===== config.mk =====
export PLATFORM = sky130hd
export DESIGN_NAME = sc_gamesequencer
export DESIGN_NICKNAME = d
export VERILOG_FILES = /design/src/rtl/sc_gamesequencer_pkg.sv /design/src/rtl/sc_gamesequencer_btnsync.sv /design/src/rtl/sc_gamesequencer.sv
export SDC_FILE = /design/constraint.sdc
export NUM_CORES = 1
export LEC_CHECK = 0
export ABC_AREA = 1
export BUFFER_PORTS_ARGS = -buffer_cell sky130_fd_sc_hd__buf_4
export CAP_MARGIN = 30
export CORE_UTILIZATION = 39
export CTS_BUF_LIST = sky130_fd_sc_hd__clkbuf_4
export DETAILED_ROUTE_END_ITERATION = 12
export HOLD_SLACK_MARGIN = 0.05
export PLACE_DENSITY = 0.65
export SLEW_MARGIN = 10
export SYNTH_ARGS = -nofsm -noshare
export SYNTH_HDL_FRONTEND = slang
export SYNTH_SLANG_ARGS = --single-unit

===== constraint.sdc =====
create_clock -name SC_GAMESEQ_CLOCK_50 -period 1.9 [get_ports SC_GAMESEQ_CLOCK_50]
set_input_delay 0.475 -clock SC_GAMESEQ_CLOCK_50 [delete_from_list [all_inputs] [get_ports SC_GAMESEQ_CLOCK_50]]
set_output_delay 0.475 -clock SC_GAMESEQ_CLOCK_50 [all_outputs]
set_load 0.01 [all_outputs]

===== src/rtl/sc_gamesequencer_pkg.sv =====
// Shared game-state constants for the sequencer and the level counter.
package sc_gamesequencer_pkg;

   localparam int STATE_DATAWIDTH = 2;
   localparam int LEVEL_DATAWIDTH = 3;

   // Public game-state code carried on the state bus; code 3 is never driven.
   typedef enum logic [STATE_DATAWIDTH-1:0] {
      AWAITSTART = 2'd0,
      STARTGAME  = 2'd1,
      ENDGAME    = 2'd2
   } game_state_e;

endpackage


===== src/rtl/sc_gamesequencer_btnsync.sv =====
// Start-button conditioner: 2-flop synchronizer followed by a registered
// falling-edge detector, giving one press_o cycle per button press.
module sc_gamesequencer_btnsync (
   input  logic clk_i,
   input  logic rst_n_i,
   input  logic btn_n_i,
   output logic press_o
);

   logic sync1_q, sync2_q, prev_q, press_q;
   logic press_d;

   // A press is a 1 -> 0 transition of the synchronized (active-low) button.
   assign press_d = prev_q & ~sync2_q;

   // Synchronizer, edge history and registered press pulse; reset means "released".
   always_ff @(posedge clk_i or negedge rst_n_i) begin
      if (!rst_n_i) begin
         sync1_q <= 1'b1;
         sync2_q <= 1'b1;
         prev_q  <= 1'b1;
         press_q <= 1'b0;
      end else begin
         // NOTE: non-blocking assignments let every flop sample its pre-edge input,
         // so the chain shifts by one stage per clock instead of collapsing.
         sync1_q <= btn_n_i;
         sync2_q <= sync1_q;
         prev_q  <= sync2_q;
         press_q <= press_d;
      end
   end

   assign press_o = press_q;

endmodule


===== src/rtl/sc_gamesequencer.sv =====
// Game-flow sequencer: owns lives, the respawn hold-off and the public
// game-state code; emits level-advance and frog-reset pulses. All outputs registered.
module sc_gamesequencer #(
   parameter int STATE_DATAWIDTH = sc_gamesequencer_pkg::STATE_DATAWIDTH,
   parameter int LEVEL_DATAWIDTH = sc_gamesequencer_pkg::LEVEL_DATAWIDTH,
   parameter int LIVES_DATAWIDTH = 2,
   parameter int INIT_LIVES      = 3,
   parameter int MAX_LEVEL       = 4,
   parameter int HOLDOFF_CYCLES  = 50000000
) (
   input  logic                       SC_GAMESEQ_CLOCK_50,
   input  logic                       SC_GAMESEQ_RESET_InLow,
   input  logic                       SC_GAMESEQ_Start_InLow,
   input  logic                       SC_GAMESEQ_FrogAtGoal_InHigh,
   input  logic                       SC_GAMESEQ_Collision_InHigh,
   input  logic [LEVEL_DATAWIDTH-1:0] SC_GAMESEQ_Level_InBus,
   output logic [STATE_DATAWIDTH-1:0] SC_GAMESEQ_CurrentState_OutBus,
   output logic                       SC_GAMESEQ_LevelUp_OutLow,
   output logic [LIVES_DATAWIDTH-1:0] SC_GAMESEQ_Lives_OutBus,
   output logic                       SC_GAMESEQ_FrogReset_OutHigh,
   output logic                       SC_GAMESEQ_Win_OutHigh
);

   import sc_gamesequencer_pkg::*;

   localparam int CNT_W = (HOLDOFF_CYCLES > 1) ? $clog2(HOLDOFF_CYCLES) : 1;
   localparam logic [CNT_W-1:0] CNT_LAST = CNT_W'(HOLDOFF_CYCLES - 1);

   // HOLDOFF shares the public code of PLAY; the split is internal only.
   typedef enum logic [1:0] {S_IDLE, S_PLAY, S_HOLDOFF, S_OVER} fsm_e;

   fsm_e                       state_q, state_d;
   logic [CNT_W-1:0]           cnt_q, cnt_d;
   logic [LIVES_DATAWIDTH-1:0] lives_q, lives_d;
   logic                       win_q, win_d;
   logic                       level_up_n_q, level_up_n_d;
   logic                       frog_reset_q, frog_reset_d;
   logic [STATE_DATAWIDTH-1:0] state_code_q, state_code_d;
   logic                       goal_q, goal_prev_q, hit_q, hit_prev_q;
   logic                       start_press, goal_evt, hit_evt;

   sc_gamesequencer_btnsync u_btnsync (
      .clk_i   (SC_GAMESEQ_CLOCK_50),
      .rst_n_i (SC_GAMESEQ_RESET_InLow),
      .btn_n_i (SC_GAMESEQ_Start_InLow),
      .press_o (start_press)
   );

   // Register goal/collision levels and keep one cycle of history for edge detection.
   always_ff @(posedge SC_GAMESEQ_CLOCK_50 or negedge SC_GAMESEQ_RESET_InLow) begin
      if (!SC_GAMESEQ_RESET_InLow) begin
         goal_q      <= 1'b0;
         goal_prev_q <= 1'b0;
         hit_q       <= 1'b0;
         hit_prev_q  <= 1'b0;
      end else begin
         goal_q      <= SC_GAMESEQ_FrogAtGoal_InHigh;
         goal_prev_q <= goal_q;
         hit_q       <= SC_GAMESEQ_Collision_InHigh;
         hit_prev_q  <= hit_q;
      end
   end

   // A level held high fires once; it must drop before it can fire again.
   assign goal_evt = goal_q & ~goal_prev_q;
   assign hit_evt  = hit_q & ~hit_prev_q;

   // Next-state, lives, hold-off counter and output pulses.
   always_comb begin
      // NOTE: every signal assigned here gets a default first, so no path
      // through the case can leave one unassigned and infer a latch.
      state_d      = state_q;
      cnt_d        = cnt_q;
      lives_d      = lives_q;
      win_d        = win_q;
      level_up_n_d = 1'b1;
      frog_reset_d = 1'b0;
      state_code_d = STATE_DATAWIDTH'(AWAITSTART);

      case (state_q)
         S_IDLE: begin
            if (start_press) begin
               state_d      = S_PLAY;
               lives_d      = LIVES_DATAWIDTH'(INIT_LIVES);
               win_d        = 1'b0;
               frog_reset_d = 1'b1;
            end
         end
         S_PLAY: begin
            // Collision takes priority over a simultaneous goal.
            if (hit_evt) begin
               if (lives_q <= LIVES_DATAWIDTH'(1)) begin
                  state_d = S_OVER;
                  lives_d = '0;
                  win_d   = 1'b0;
               end else begin
                  state_d      = S_HOLDOFF;
                  lives_d      = lives_q - LIVES_DATAWIDTH'(1);
                  frog_reset_d = 1'b1;
                  cnt_d        = '0;
               end
            end else if (goal_evt) begin
               if (SC_GAMESEQ_Level_InBus == LEVEL_DATAWIDTH'(MAX_LEVEL - 1)) begin
                  state_d = S_OVER;
                  win_d   = 1'b1;
               end else begin
                  level_up_n_d = 1'b0;
                  frog_reset_d = 1'b1;
               end
            end
         end
         S_HOLDOFF: begin
            if (cnt_q == CNT_LAST) begin
               state_d = S_PLAY;
               cnt_d   = '0;
            end else begin
               cnt_d = cnt_q + CNT_W'(1);
            end
         end
         S_OVER: begin
            if (start_press) begin
               state_d = S_IDLE;
               lives_d = '0;
               win_d   = 1'b0;
            end
         end
         default: state_d = S_IDLE;
      endcase

      case (state_d)
         S_PLAY, S_HOLDOFF: state_code_d = STATE_DATAWIDTH'(STARTGAME);
         S_OVER:            state_code_d = STATE_DATAWIDTH'(ENDGAME);
         default:           state_code_d = STATE_DATAWIDTH'(AWAITSTART);
      endcase
   end

   // State and output registers; reset drops any pending pulse.
   always_ff @(posedge SC_GAMESEQ_CLOCK_50 or negedge SC_GAMESEQ_RESET_InLow) begin
      if (!SC_GAMESEQ_RESET_InLow) begin
         state_q      <= S_IDLE;
         cnt_q        <= '0;
         lives_q      <= '0;
         win_q        <= 1'b0;
         level_up_n_q <= 1'b1;
         frog_reset_q <= 1'b0;
         state_code_q <= STATE_DATAWIDTH'(AWAITSTART);
      end else begin
         state_q      <= state_d;
         cnt_q        <= cnt_d;
         lives_q      <= lives_d;
         win_q        <= win_d;
         level_up_n_q <= level_up_n_d;
         frog_reset_q <= frog_reset_d;
         state_code_q <= state_code_d;
      end
   end

   assign SC_GAMESEQ_CurrentState_OutBus = state_code_q;
   assign SC_GAMESEQ_LevelUp_OutLow      = level_up_n_q;
   assign SC_GAMESEQ_Lives_OutBus        = lives_q;
   assign SC_GAMESEQ_FrogReset_OutHigh   = frog_reset_q;
   assign SC_GAMESEQ_Win_OutHigh         = win_q;

endmodule


==> metrics.txt, run 1 <==
fraction of registers with async set/reset=1.00; Buf+Inv Stages, Crit Path=2; Synth Area in Compound Gates=0.0730; DR vias=2311; Net Count, Synth=372; drt wl/cell=12.5 µm; sequential fraction of the synthesis area=0.418; Post-synth EDFFs=0; Die ar.=6970 µm²; crit-path max cell delay=0.48 ns; final setup vio count=0; slew margin rel.=0.629; Max clock buf depth=2; status=completed; port bufs=14; fin cells=468; clock latency at the later pin of the worst-skew pair=0.36 ns; Die Wd=83.5 µm; vias in the first global route=2324; clk sink count=43; cell area after synthesis=2590 µm²; Placer Congestion=0.868; largest net degree at the start of global routing=44; Setup Skew=0.0100 ns; htree depth=2; Worst-path clk slew=0.13 ns; CP Max Fanout=8; largest family of logic cells by synthesized area=simple AND/OR/NAND/NOR gates; cts hold-fix bufs=0; CTS tree=built; dominant cell type by area after synthesis=dfrtp_1; initial antenna violation count=0; slowest CP cell=dfrtp_2; Peak VDD IR=0.425 mV; initial core utilization=0.405; root buffer cell=clkbuf_4; final worst path period need=1.74 ns; Syn Inst Count=357; Adder-Cell Fraction of Synth Area=0.0338; TNS Setup=0 ns; Final WS setup=0.164 ns; Diodes inserted=0; pre-CTS setup slack=0.0699 ns; PwrDens=809 nW/µm²; Startpoint Class=flip-flop; post-synth top area share=0.377; GRT overflow=0; CP Capture Type=flip-flop; Top delay family on crit path=adder cells; Num CTS Buffers=5; cells along the critical path=inv_1, ha_1, buf_4, nand2_1, a21oi_1, ha_1; # DRC=0; xor/xnor share of the synthesized area=0.0169; most common cell after layout, fill and taps aside=nand2_1; RSZ-0062 raised after global routing=no; Rows=29; critical path type=reg -> reg; Layout Nets=405; mux cell area share after synthesis=0.00435; Layout area overhead=14.2%; total wire length=5840 µm; Post-Synth Simple-Gate Area=0.387; GRT Util Overall=0.187; ranking of synthesized cells by area=dfrtp_1, nand2_1, nor2_1, inv_1, nand3_1; CP most frequent cell=ha_1; final core utilization=0.463; ys flop type=dfrtp_1; Synth cell types=30; CP arrival=2.00 ns; Yosys reg bits=43; drt initial violations=121; first-pass GRT wire length=10600 µm; synth warn=0; Pre-antenna DRT Iters=5; share of cells above drive strength 1=0.166; # fillers=645; Die H=83.5 µm; HPWL after DPL=4460 µm; Vias/cell=4.94; Inst Count DP=457; most frequent cells in the layout=nand2_1, nor2_1, inv_1; required time of the critical path=2.16 ns; I/O pins=15; Mean Syn Cell Area=7.25 µm²; Core Area=6390 µm²; max-slew violations=0; Post-DRT Antenna Nets=0; maximum clock rate=576 MHz; Slew @ Worst Pin=0.556 ns; number of max-cap violations=0; crit share post-route=0.914; LEAKAGE=1.36 nW; Worst Hold Class=in -> async; final hold vios=0
registers in the layout, summed over array words and instances (netlist names), 2 cells and up:
name                            count
cnt_q                              26
SC_GAMESEQ_Lives_OutBus             2
state_q                             2
SC_GAMESEQ_CurrentState_OutBus      2
per-layer routing:
layer	global-route usage	up-vias	part of all wire
li1	-	1199	-
met3	0.0307	11	0.032
met5	0	-	0
met1	0.242	1068	0.48
met4	0.0724	0	0.023
met2	0.314	33	0.47
worst register-to-register path: stages (launching register included):
cell and delay (ns):
dfrtp_2 0.48, inv_1 0.16, ha_1 0.25, buf_4 0.20, nand2_1 0.07, a21oi_1 0.21, ha_1 0.27
Yosys cell counts (2+ instances only):
cell type and instances:
xor2_1 5, nor2_2 5, nor3_1 3, o22ai_1 3, a21oi_1 9, o21bai_1 2
nand3b_1 3, o211ai_1 2, dfrtp_1 39, and3_1 3, inv_1 39, nand2_1 113
nor2_4 5, nand2_2 6, nand4_1 5, buf_2 2, o21ai_0 15, nor2_1 53
ha_1 7, nand2_4 3, dfstp_2 4, nand3_1 23
timing repair:
item / in CTS / in global routing
gates resized for setup: 0 / 4
endpoints found under the hold margin: 0 / 0
endpoints found under the setup margin: 0 / 20
setup buffers: 0 / 3
final cells by class:
class / count / area [µm²] / share of cell area
inverter: 41 / 156 / 0.0529
clock inverter: 2 / 12.5 / 0.00423
clock buffer: 6 / 45.0 / 0.0152
timing repair buffer: 29 / 218 / 0.0736
tap: 77 / 96.3 / 0.0326
sequential: 43 / 1080 / 0.366
multi-input combinational: 270 / 1350 / 0.455
final timing paths:
kind	start	to	slack, ns	depth (start not counted)
setup / recovery	state_q[0]	SC_GAMESEQ_CurrentState_OutBus[0]	0.16	6
hold / removal	SC_GAMESEQ_RESET_InLow	cnt_q[10]	0.09	1
hold reg to reg	u_btnsync.sync1_q	u_btnsync.sync2_q	0.37	0
setup reg to reg	state_q[0]	SC_GAMESEQ_CurrentState_OutBus[0]	0.16	6
min in group SC_GAMESEQ_CLOCK_50	SC_GAMESEQ_Start_InLow	u_btnsync.sync1_q	0.20	1
max in group asynchronous	SC_GAMESEQ_RESET_InLow	state_q[0]	1.41	1
per-stage QoR:
step | hold WS (ns) | power [mW] | cell area (µm²)
after floorplan | 0.179 | 1.63 | 2590
after global routing | 0.129 | 2.57 | 2960
after detailed placement | 0.349 | 1.89 | 2860
after global placement | 0.345 | 1.89 | 2860
after CTS | 0.103 | 2.37 | 2920
final | 0.0883 | 2.39 | 2960
power breakdown:
part           switching, mW  internal, mW
combinational          0.483         0.338
sequential            0.0794          1.02
clock                  0.313         0.157
cell families (layout without fill, tap and decap cells):
logic type	Yosys count	in the layout
simple gates	223	223
xor+xnor	5	5
buf+inv	44	78
flops	43	43
mux	1	1
fa+ha+maj	7	7
compound gates	34	34
(Power assumes the default switching activity.)
==> inputs of run 2 (changes only) <==
--- a/config.mk
+++ b/config.mk
@@ -13,6 +13,7 @@
 export DETAILED_ROUTE_END_ITERATION = 12
 export HOLD_SLACK_MARGIN = 0.05
 export PLACE_DENSITY = 0.65
+export SETUP_SLACK_MARGIN = 0.5
 export SLEW_MARGIN = 10
 export SYNTH_ARGS = -nofsm -noshare
 export SYNTH_HDL_FRONTEND = slang
==> run 2 against run 1 <==
  * Clock skew up 0.0053 ns
  * Cell area increased by 26%
  * Utilization is 12 points higher
  * Sequential power about the same
  * Largest power group is now combinational cells
  * Die area unchanged
  * Total power is 23% higher
  * Clock power fell by 4.5%
  * Global-route usage is 2.4 points higher
  * First-iteration DRC count grew 70%
  * Cell count rose by 9.8%
  * Fmax up 6.7%
  * Largest cell class unchanged
==> metrics.txt, run 2 (same netlist as run 1, synthesis figures left out) <==
first-pass GRT wire length=11800 µm; initial antenna violation count=0; Layout Nets=451; drt initial violations=206; WP depth=11; Startpoint Class=flip-flop; crit-path max cell delay=0.42 ns; CP Capture Type=flip-flop; GRT Util Overall=0.211; Max clock buf depth=2; Final WS setup=0.274 ns; Die ar.=6970 µm²; root buffer cell=clkbuf_4; status=completed; Vias/cell=5.24; Die H=83.5 µm; GRT overflow=0; Die Wd=83.5 µm; maximum clock rate=615 MHz; CP Max Fanout=8; slowest CP cell=dfrtp_1; Layout area overhead=43.4%; number of max-cap violations=0; Post-DRT Antenna Nets=0; Slew @ Worst Pin=0.538 ns; RSZ-0062 raised after global routing=yes; Worst-path clk slew=0.14 ns; Rows=29; cells along the critical path=inv_2, ha_4, nand2_4, clkinv_4, nand2_4, nand2_8, nand2_4, nor2_4, nand2_1, o21ai_2, nor2_2; final worst path period need=1.63 ns; CTS tree=built; slew margin rel.=0.641; CP arrival=1.90 ns; htree depth=2; Worst Hold Class=in -> async; I/O pins=15; Buf+Inv Stages, Crit Path=2; Peak VDD IR=0.465 mV; PwrDens=796 nW/µm²; reg2reg path depth=11; crit share post-route=0.856; CP most frequent cell=nand2_4; largest net degree at the start of global routing=44; clk sink count=43; critical path type=reg -> reg; CP Launch Point=state_q[1]; LEAKAGE=1.69 nW; final core utilization=0.581; Setup Skew=0.0153 ns; DR vias=2693; most common cell after layout, fill and taps aside=nand2_1; pre-CTS setup slack=0.206 ns; flop2flop setup slack=0.27 ns; final setup vio count=0; total wire length=7120 µm; required time of the critical path=2.17 ns; max-slew violations=0; port bufs=14; hold_ws=0.0634 ns; max reg flops=26; Top delay family on crit path=simple AND/OR/NAND/NOR gates; TNS Setup=0 ns; Placer Congestion=0.860; clock latency at the later pin of the worst-skew pair=0.37 ns; Largest Register=cnt_q; drt wl/cell=13.9 µm; HPWL after DPL=4200 µm; Critical R2R Launch=state_q[1]; Diodes inserted=0; cts hold-fix bufs=0; # fillers=535; most frequent cells in the layout=nand2_1, buf_4, dfrtp_1; final hold vios=0; Core Area=6390 µm²; # DRC=0; initial core utilization=0.405; Num CTS Buffers=5; vias in the first global route=2498; Pre-antenna DRT Iters=5; share of cells above drive strength 1=0.421
[run 2: cell count changes in the layout (fill, tap and decap cells not counted), sizes merged]
cell / delta
buf: +45
clkinv: +2
clkinvlp: -1
clkbuf: -1
nand2: +1
[run 2: worst paths after layout]
path	to
setup / recovery	cnt_q[9]
hold / removal	goal_q
setup reg to reg	cnt_q[9]
hold reg to reg	u_btnsync.sync2_q
max in group asynchronous	cnt_q[19]
min in group SC_GAMESEQ_CLOCK_50	goal_q
[run 2: cell type report]
type	count	area [µm²]	share of cell area
clock inverter	3	15.0	0.00404
clock buffer	5	37.5	0.0101
inverter	41	174	0.0468
sequential	43	1090	0.293
multi-input combinational	271	1690	0.456
tap	77	96.3	0.0260
timing repair buffer	74	609	0.164
[run 2: what timing repair did]
action,in CTS,in global routing
endpoints found under the hold margin,0,0
endpoints found under the setup margin,33,37
pin swaps,22,22
buffers inserted,45,12
cloned,1,0
resized for setup,51,53
[run 2: through the flow]
stage	power [mW]	instances	instance area [µm²]
6_report	2.95	514	3710
5_1_grt	3.11	514	3710
4_1_cts	2.74	502	3450
3_5_place_dp	1.96	448	2860
3_3_place_gp	1.95	448	2860
2_1_floorplan	1.72	357	2660
[run 2: worst reg2reg max path, delay by kind of cell, from the launching register on]
family | cells | cell delay [ns]
fa+ha+maj | 1 | 0.19
simple gates | 7 | 0.62
flops | 1 | 0.42
compound gates | 1 | 0.16
buf+inv | 2 | 0.14
[run 2: power breakdown]
part,switching (mW),internal (mW),total (mW)
clock network,0.312,0.138,0.450
logic,0.738,0.653,1.39
registers,0.0896,1.02,1.11
total,1.14,1.81,2.95
[run 2: layer usage]
layer  share of wire  vias to the layer above  GRT usage
met3           0.042                       21     0.0346
met5               0                        -          0
met4           0.032                        0     0.0770
li1                -                     1296          -
met1            0.45                     1294      0.279
met2            0.48                       82      0.349
==> inputs of run 3 (changes only) <==
--- a/config.mk
+++ b/config.mk
@@ -9,9 +9,9 @@
 export BUFFER_PORTS_ARGS = -buffer_cell sky130_fd_sc_hd__buf_4
 export CAP_MARGIN = 30
 export CORE_UTILIZATION = 39
-export CTS_BUF_LIST = sky130_fd_sc_hd__clkbuf_4
+export CTS_BUF_LIST = sky130_fd_sc_hd__clkbuf_4 sky130_fd_sc_hd__clkbuf_8
 export DETAILED_ROUTE_END_ITERATION = 12
-export HOLD_SLACK_MARGIN = 0.05
+export HOLD_SLACK_MARGIN = 0.15
 export PLACE_DENSITY = 0.65
 export SETUP_SLACK_MARGIN = 0.5
 export SLEW_MARGIN = 10
==> run 3 against run 2 <==
  * Routed wire length up 1.9%
  * Combinational power about the same
  * Die area unchanged
  * Cell area up 0.98%
  * Total power up 3.6%
  * Worst setup slack better by 0.024 ns
  * First-iteration DRC count down 33%
  * Critical path depth down 1
  * Sequential power about the same
  * Clock power up 28%
  * Hold slack better by 0.086 ns
  * Critical endpoint is now cnt_q[17]
  * Largest power group unchanged
==> metrics.txt, run 3 (same netlist as run 1, synthesis figures left out) <==
GRT Util Overall=0.200; Layout Nets=454; GRT overflow=0; critical path type=reg -> reg; maximum clock rate=624 MHz; Startpoint Class=flip-flop; slew margin rel.=0.641; clock latency at the later pin of the worst-skew pair=0.31 ns; DR vias=2651; HPWL after DPL=4200 µm; initial core utilization=0.405; vias in the first global route=2426; Die ar.=6970 µm²; Diodes inserted=0; final worst path period need=1.60 ns; Setup Skew=0.0116 ns; LEAKAGE=1.70 nW; Die Wd=83.5 µm; CTS tree=built; Vias/cell=5.13; total wire length=7260 µm; final setup vio count=0; Worst-path clk slew=0.09 ns; Largest Register=cnt_q; Die H=83.5 µm; most frequent cells in the layout=nand2_1, buf_4, nor2_1; cts hold-fix bufs=0; TNS Setup=0 ns; Slew @ Worst Pin=0.539 ns; Num CTS Buffers=5; share of cells above drive strength 1=0.439; max reg flops=26; htree depth=2; # DRC=0; Core Area=6390 µm²; root buffer cell=clkbuf_8; Rows=29; Post-DRT Antenna Nets=0; CP arrival=1.80 ns; required time of the critical path=2.10 ns; Worst Hold Class=in -> async; PwrDens=816 nW/µm²; Layout area overhead=44.8%; Max clock buf depth=2; total power=3.06 mW; largest net degree at the start of global routing=44; Pre-antenna DRT Iters=4; CP Capture Type=flip-flop; initial antenna violation count=0; drt initial violations=138; final hold vios=0; max-slew violations=0; status=completed; drt wl/cell=14.0 µm; reg2reg path depth=10; number of max-cap violations=0; clk sink count=43; crit share post-route=0.843; Peak VDD IR=0.444 mV; Placer Congestion=0.860; CP Max Fanout=4; port bufs=14; first-pass GRT wire length=11300 µm; most common cell after layout, fill and taps aside=nand2_1; RSZ-0062 raised after global routing=yes; I/O pins=15
[run 3: changes by cell type in the layout (fill, tap and decap cells not counted), moves of 4 or more]
cell / previous run / this run
nand2_2: 17 / 21
nand2_1: 97 / 93
buf_4: 64 / 69
clkbuf_8: 0 / 5
clkbuf_4: 5 / 0
[run 3: final timing paths]
| kind | from | end | slack [ns] |
|---|---|---|---|
| worst min-delay path | SC_GAMESEQ_RESET_InLow | goal_q | 0.15 |
| min in group SC_GAMESEQ_CLOCK_50 | SC_GAMESEQ_FrogAtGoal_InHigh | goal_q | 0.27 |
| max in group asynchronous | SC_GAMESEQ_RESET_InLow | cnt_q[6] | 1.35 |
| worst max-delay path | cnt_q[10] | cnt_q[17] | 0.30 |
| worst max register to register | cnt_q[10] | cnt_q[17] | 0.30 |
| worst min register to register | u_btnsync.sync1_q | u_btnsync.sync2_q | 0.36 |
[run 3: power breakdown]
| part | internal [mW] | switching (mW) | total, mW |
|---|---|---|---|
| Clock | 0.252 | 0.325 | 0.577 |
| Combinational | 0.644 | 0.718 | 1.36 |
| Sequential | 1.02 | 0.0990 | 1.12 |
| Total | 1.92 | 1.14 | 3.06 |
[run 3: worst max-delay path: stages (launching register included)]
cell	delay [ns]
dfrtp_1	0.39
buf_4	0.14
nand2_2	0.10
nor2_2	0.21
nand2_2	0.08
nor2_2	0.17
nand3_1	0.13
nand3_1	0.10
nand2_1	0.06
nand2_1	0.07
inv_1	0.05
[run 3: repair_timing]
item	CTS	global route
endpoints found under the setup margin	30	34
buffers inserted	44	16
pin swaps	26	29
resized for setup	53	50
endpoints found under the hold margin	0	0
cloned	0	1
[run 3: per-stage QoR]
stage / instances / utilization / area (µm²) / setup slack, ns / hold WS, ns
4_1_cts: 500 / 0.542 / 3460 / 0.346 / 0.177
5_1_grt: 517 / 0.587 / 3750 / 0.231 / 0.201
6_report: 517 / 0.587 / 3750 / 0.297 / 0.149
2_1_floorplan: 357 / - / 2660 / 0.411 / 0.179
3_3_place_gp: 448 / 0.447 / 2860 / 0.215 / 0.345
3_5_place_dp: 448 / 0.447 / 2860 / 0.206 / 0.351
[run 3: cell type report]
| class | count | area, µm² |
|---|---|---|
| clock buffer | 5 | 68.8 |
| clock inverter | 3 | 15.0 |
| fill | 529 | 2640 |
| inverter | 41 | 169 |
| multi-input combinational | 271 | 1690 |
| sequential | 43 | 1090 |
| tap | 77 | 96.3 |
| timing repair buffer | 77 | 617 |
[run 3: routing by layer]
metal  part of all wire  global-route usage
met1               0.45               0.271
met2               0.48               0.323
met3              0.043              0.0307
met4              0.029              0.0770
met5                  0                   0
